===== config.mk =====
export PLATFORM = sky130hd
export DESIGN_NAME = smc_pwm_core
export DESIGN_NICKNAME = d
export VERILOG_FILES = /design/src/rtl/smc_pwm_core.sv
export SDC_FILE = /design/constraint.sdc
export NUM_CORES = 2
export LEC_CHECK = 0
export CAP_MARGIN = 15
export CORE_MARGIN = 2
export CORE_UTILIZATION = 50
export CTS_CLUSTER_SIZE = 8
export DETAILED_ROUTE_END_ITERATION = 6
export PLACE_DENSITY = 0.76
export RECOVER_POWER = 100
export SYNTH_ARGS = -nofsm -noshare
export SYNTH_HDL_FRONTEND = slang
export SYNTH_SLANG_ARGS = --single-unit

===== constraint.sdc =====
create_clock -name QCLK -period 9.3 [get_ports QCLK]
set_input_delay 1.86 -clock QCLK [delete_from_list [all_inputs] [get_ports QCLK]]
set_output_delay 1.86 -clock QCLK [all_outputs]
set_load 0.01 [all_outputs]

===== src/rtl/smc_pwm_core.sv =====
// Multi-channel H-bridge PWM controller: Q-bus register file, shared period counter,
// per-channel left/right/center-aligned PWM with duty double-buffered at period wrap.
module smc_pwm_core #(
  parameter int unsigned NUM_CH = 12,
  parameter int unsigned PER_W  = 11,
  parameter int unsigned ADDR_W = 7
) (
  input  logic              QCLK,
  input  logic              QRESET,
  input  logic              QSEL,
  input  logic              QWRITE,
  input  logic [ADDR_W-1:0] QADDR,
  input  logic [15:0]       QDATAIN,
  output logic [15:0]       QDATAOUT,
  output logic [NUM_CH-1:0] MNP,
  output logic [NUM_CH-1:0] MNM
);

  localparam int unsigned CC_BASE = 2;
  localparam int unsigned DC_BASE = 2 + NUM_CH;

  logic             en;
  logic [PER_W-1:0] per;
  logic [PER_W-1:0] cnt;

  logic [1:0]       sh_mode    [NUM_CH];
  logic [1:0]       sh_mode_n  [NUM_CH];
  logic [1:0]       act_mode   [NUM_CH];
  logic [PER_W-1:0] sh_duty    [NUM_CH];
  logic [PER_W-1:0] sh_duty_n  [NUM_CH];
  logic [PER_W-1:0] act_duty   [NUM_CH];
  logic [NUM_CH-1:0] sh_sign, sh_sign_n, act_sign;

  logic              wr;
  logic              run;
  logic              wrap;
  logic              load;
  logic [NUM_CH-1:0] pwm;
  logic [PER_W:0]    d_eff, c_ext, c_dbl, p_ext;
  logic              unused_data;

  assign wr          = QSEL & QWRITE;
  assign run         = en && (per != '0);
  assign wrap        = run && (cnt >= per - PER_W'(1));
  assign load        = !run || wrap;
  assign unused_data = ^QDATAIN;

  // Next shadow values; a write coinciding with a load is forwarded into it
  always_comb begin
    sh_mode_n = sh_mode;
    sh_duty_n = sh_duty;
    sh_sign_n = sh_sign;
    for (int unsigned ch = 0; ch < NUM_CH; ch++) begin
      if (wr && QADDR == ADDR_W'(CC_BASE + ch))
        sh_mode_n[ch] = QDATAIN[1:0];
      if (wr && QADDR == ADDR_W'(DC_BASE + ch)) begin
        sh_duty_n[ch] = QDATAIN[PER_W-1:0];
        sh_sign_n[ch] = QDATAIN[15];
      end
    end
  end

  // Per-channel compare against the effective (saturated) duty
  always_comb begin
    pwm   = '0;
    d_eff = '0;
    c_ext = {1'b0, cnt};
    c_dbl = {cnt, 1'b0};
    p_ext = {1'b0, per};
    for (int unsigned ch = 0; ch < NUM_CH; ch++) begin
      d_eff = (act_duty[ch] > per) ? p_ext : {1'b0, act_duty[ch]};
      case (act_mode[ch])
        2'b01:   pwm[ch] = c_ext < d_eff;
        2'b10:   pwm[ch] = c_ext >= p_ext - d_eff;
        2'b11:   pwm[ch] = (c_dbl >= p_ext - d_eff) && (c_dbl < p_ext + d_eff);
        default: pwm[ch] = 1'b0;
      endcase
    end
    if (!run)
      pwm = '0;
  end

  always_ff @(posedge QCLK or negedge QRESET) begin
    if (!QRESET) begin
      en       <= 1'b0;
      per      <= '0;
      cnt      <= '0;
      sh_sign  <= '0;
      act_sign <= '0;
      MNP      <= '0;
      MNM      <= '0;
      for (int unsigned ch = 0; ch < NUM_CH; ch++) begin
        sh_mode[ch]  <= '0;
        act_mode[ch] <= '0;
        sh_duty[ch]  <= '0;
        act_duty[ch] <= '0;
      end
    end else begin
      if (wr && QADDR == ADDR_W'(0))
        en <= QDATAIN[0];
      if (wr && QADDR == ADDR_W'(1))
        per <= QDATAIN[PER_W-1:0];
      sh_mode <= sh_mode_n;
      sh_duty <= sh_duty_n;
      sh_sign <= sh_sign_n;
      if (load) begin
        act_mode <= sh_mode_n;
        act_duty <= sh_duty_n;
        act_sign <= sh_sign_n;
      end
      if (!run || wrap)
        cnt <= '0;
      else
        cnt <= cnt + PER_W'(1);
      MNP <= pwm & ~act_sign;
      MNM <= pwm & act_sign;
    end
  end

  // Combinational read mux; unmapped or deselected reads return 0
  always_comb begin
    QDATAOUT = '0;
    if (QSEL && !QWRITE) begin
      if (QADDR == ADDR_W'(0))
        QDATAOUT[0] = en;
      if (QADDR == ADDR_W'(1))
        QDATAOUT[PER_W-1:0] = per;
      for (int unsigned ch = 0; ch < NUM_CH; ch++) begin
        if (QADDR == ADDR_W'(CC_BASE + ch))
          QDATAOUT[1:0] = sh_mode[ch];
        if (QADDR == ADDR_W'(DC_BASE + ch)) begin
          QDATAOUT[15]         = sh_sign[ch];
          QDATAOUT[PER_W-1:0]  = sh_duty[ch];
        end
      end
    end
  end

endmodule


==> qor.csv <==
stage;metric;value;unit
run_status;outcome;finished, violations left;
run_status;failed_checks;design-rule violations, max-capacitance violations, max-slew violations;
synth;fraction_of_the_mapped_netlist_area_in_compound_gates;0.182;
synth;ys_types;95;
synth;ys.warnings.count;0;
synth;avg_inst_size_synth;9.25;sq um
power;power.density;153;nW/um^2
clock_network;worst_setup_hold_path_clk_slew;50;ps
clock_network;cts.root.buffer_cell;sky130_fd_sc_hd__clkbuf_16;
final_layout;layout-drive-gt1-share;0.0602;
power;power.clock.fraction;0.270;
clock_network;cts-buffers-inserted;56;
worst_setup_path;path_max_fanout;19;
worst_setup_path;rr_startpoint;per[0];
grt;global_route.usage.met1;0.409;
grt;grt_pass1_wl;213000;um
final_layout;layout_common_cells;917 x sky130_fd_sc_hd__ha_1, 361 x sky130_fd_sc_hd__dfrtp_1, 340 x sky130_fd_sc_hd__nor2_1;
floorplan;die-height;299;um
floorplan;start_util;0.502;
synth;ys_dominant_reg_cell;sky130_fd_sc_hd__dfrtp_1;
worst_setup_path;crit_start;per[0];
synth;synth_async_sr_flop_share;1.00;
placed_design;placement.io_buffers;58;
clock_network;cts_post_setup_buffers_inserted;0;
power;cellInternalPower;0.00433;W
route;drt-initial-drc-count;3019;
route;total_number_of_vias;37400;
route;antenna_left;0;
synth;synth_cells;4691;
timing;fin_skew;18.7;ps
timing;max_freq;0.116;GHz
worst_setup_path;cp_slowest_cell;sky130_fd_sc_hd__clkbuf_1;
synth;synth_seq_cells;383;
synth;synth_xor_area_frac;0.0420;
power;p_leak;23.1;nW
min_path;hold_path_class;register to register;
synth;synth.cell_area;43400;sq um
final_layout;area_growth;7.97;%
timing;max_slew.worst_pin.slew;5570;ps
worst_setup_path;reg2reg_to;act_duty[35];
power;share_comb_of_total_power;0.474;
route;drc;5;
worst_setup_path;timing.reg2reg.setup_slack;1230;ps
grt;grtUsageTotal;0.304;
grt;antenna_found_initial;6;
timing;period_utilisation_layout;0.931;
clock_network;cts-htree-levels;2;
timing;fin_worst_hold_slack;419;ps
worst_setup_path;crit_type;register to output port;
clock_network;hold_bufs_at_cts;0;
route;wire_per_inst;23.5;um
synth;ys_seq_area_frac;0.221;
final_layout;final_common_cell;sky130_fd_sc_hd__ha_1;
timing;max_transition_margin;-2.71;
placed_design;dpl_worst_slack;1530;ps
power;peakVddDrop;0.144;mV
power;report.power.total;0.00714;W
worst_setup_path;required;7440;ps
floorplan;coreArea;86300;sq um
worst_setup_path;cp-start-kind;register;
grt;grt_most_used_layer;met2;
worst_setup_path;cp.arrival;6790;ps
clock_network;cts_buffer_depth;3;
route;routed_wl;139000;um
worst_setup_path;crit_cells;11;
power;switchingPower;0.00281;W
grt;grt_max_degree;150;
final_layout;final.fill_count;7541;
final_layout;nets;5695;
timing;finish_stage_setup_viols;0;
synth;synth_mux_area_frac;0.114;
grt;grtUsageMet3;0.0515;
synth;synth-edff-count;0;
placed_design;gpl_wtd_cong;1.01;
worst_setup_path;r2r.worst_path.cells;15;
worst_setup_path;cell_family_with_the_largest_share_of_critical_path_delay;buffers and inverters;
worst_setup_path;slowest_delay;1320;ps
grt;gr-total-overflow;0;
timing;fin_tns_setup;0;ps
timing;finalHoldViolCount;0;
clock_network;tritoncts_clock_tree;done;
clock_network;ctsResizeCount;0;
final_layout;layout.core_utilization;0.542;
worst_setup_path;path_cells;clkbuf_1 > clkinv_1 > clkbuf_2 > o22ai_1 > a22o_1 > a211oi_1 > a221o_1 > a211oi_1 > o22ai_1 > a221oi_1 > clkdlybuf4s50_1;
floorplan;die_area;89100;sq um
timing;layout_min_cycle_time;8650;ps
synth;synth_top_family_by_area;adder cells;
power;p_seq_frac;0.256;
floorplan;number_of_i_o_pins;67;
clock_network;worstSkewPairLatency;620;ps
synth;synthAdderAreaFrac;0.281;
job;max_capacitance_violation_count;6;
timing;grt_setup_unrepaired;false;
synth;yosys.area_share.simple;0.118;
worst_setup_path;crit_path_end;QDATAOUT[0];
timing;drv_slew;370;
grt;met2_usage;0.482;
clock_network;tritoncts_num_sinks;383;
grt;grt_pass1_vias;36700;
power;power.switching_fraction;0.394;
floorplan;dieWidth;299;um
placed_design;dp.final_hpwl;99400;um
timing;worst_slack;646;ps
route;viasPerCell;6.34;
route;drtPass1Iterations;7;
worst_setup_path;worst-path-buf-inv;4;
worst_setup_path;critPathCaptureType;output port;
floorplan;rows;108;
routing by layer:
layer / vias up / routed length, um
met3: 343 / 10800
met5: - / 12
met2: 1463 / 61300
met1: 18300 / 60300
met4: 2 / 6180
li1: 17400 / -
final cells by class:
cell class / instances / area (sq um) / share of cell area
Clock buffer: 71 / 1520 / 0.0325
Clock inverter: 7 / 71.3 / 0.00152
Sequential cell: 383 / 9610 / 0.205
Multi-Input combinational cell: 3848 / 31900 / 0.682
Inverter: 309 / 1160 / 0.0248
Tap cell: 1155 / 1450 / 0.0309
Antenna cell: 6 / 15.0 / 0.000321
Timing Repair Buffer: 129 / 1060 / 0.0227
state kept, by name (all words and copies together) (netlist names):
signal and flops:
sh_duty 132, act_mode 24, sh_mode 24, MNP 12
cnt 11, sh_sign 12, per 11, act_sign 12
act_duty 132, MNM 12, en 1
per-stage QoR:
stage                     instance area, sq um  instances
final                                    46800       5908
after global routing                     46800       5905
after CTS                                46900       5901
after detailed placement                 45300       5823
after global placement                   45300       5823
after floorplan                          43400       4694
synthesized netlist by cell type, types with 17 or more instances:
| cell | n | area [sq um] |
|---|---|---|
| sky130_fd_sc_hd__nor2_1 | 340 | 1280 |
| sky130_fd_sc_hd__o22ai_1 | 28 | 175 |
| sky130_fd_sc_hd__o21ai_0 | 184 | 921 |
| sky130_fd_sc_hd__a31oi_1 | 26 | 163 |
| sky130_fd_sc_hd__inv_1 | 298 | 1120 |
| sky130_fd_sc_hd__a21o_1 | 134 | 1010 |
| sky130_fd_sc_hd__o21bai_1 | 43 | 323 |
| sky130_fd_sc_hd__o21ai_1 | 58 | 290 |
| sky130_fd_sc_hd__maj3_1 | 19 | 190 |
| sky130_fd_sc_hd__nand2b_1 | 65 | 407 |
| sky130_fd_sc_hd__clkbuf_1 | 112 | 420 |
| sky130_fd_sc_hd__and2_1 | 19 | 119 |
| sky130_fd_sc_hd__nand3_1 | 69 | 345 |
| sky130_fd_sc_hd__ha_1 | 917 | 11500 |
| sky130_fd_sc_hd__fa_1 | 24 | 480 |
| sky130_fd_sc_hd__buf_2 | 18 | 90.1 |
| sky130_fd_sc_hd__nor2b_1 | 80 | 500 |
| sky130_fd_sc_hd__nor4_1 | 50 | 313 |
| sky130_fd_sc_hd__a22oi_1 | 19 | 143 |
| sky130_fd_sc_hd__nand4_1 | 34 | 213 |
| sky130_fd_sc_hd__o21a_1 | 66 | 495 |
| sky130_fd_sc_hd__xnor2_1 | 156 | 1370 |
| sky130_fd_sc_hd__mux2_2 | 253 | 2850 |
| sky130_fd_sc_hd__mux2_1 | 166 | 1870 |
| sky130_fd_sc_hd__o211ai_1 | 31 | 233 |
| sky130_fd_sc_hd__or3_1 | 17 | 106 |
| sky130_fd_sc_hd__o2111ai_1 | 26 | 228 |
| sky130_fd_sc_hd__o31a_1 | 18 | 158 |
| sky130_fd_sc_hd__a21oi_1 | 304 | 1520 |
| sky130_fd_sc_hd__a2111oi_0 | 25 | 219 |
| sky130_fd_sc_hd__xor2_1 | 52 | 455 |
| sky130_fd_sc_hd__dfrtp_1 | 383 | 9580 |
| sky130_fd_sc_hd__nand2_1 | 195 | 732 |
| sky130_fd_sc_hd__a221oi_1 | 21 | 184 |
| sky130_fd_sc_hd__o41ai_1 | 20 | 175 |
| sky130_fd_sc_hd__a211oi_1 | 42 | 315 |
| sky130_fd_sc_hd__nor3_1 | 95 | 475 |
power groups by stage:
stage               Combinational [W]  Sequential [W]  Clock [W]
finish                        0.00339         0.00183    0.00193
global route                  0.00379         0.00183    0.00200
CTS                           0.00336         0.00182    0.00193
detailed placement            0.00334         0.00185          0
global placement              0.00324         0.00185          0
floorplan                     0.00259         0.00183          0
cell families after synthesis:
group,Yosys count
XOR/XNOR,208
AO/OA/AOI/OAI,1190
buffers and inverters,463
AND/OR/NAND/NOR,1045
flip-flops,383
other,1
adder cells (fa/ha/maj),963
multiplexers,438
worst min-delay path by stage:
stage	depth (start not counted)	startpoint	slack [ps]	endpoint
detailed placement	1	act_sign[10]	410	MNP[10]
global placement	1	act_sign[10]	410	MNP[10]
CTS	1	act_sign[10]	420	MNP[10]
floorplan	1	act_sign[10]	400	MNP[10]
global route	1	act_sign[10]	420	MNP[10]
finish	1	act_sign[10]	420	MNP[10]
Power figures use the tool's default switching activity.
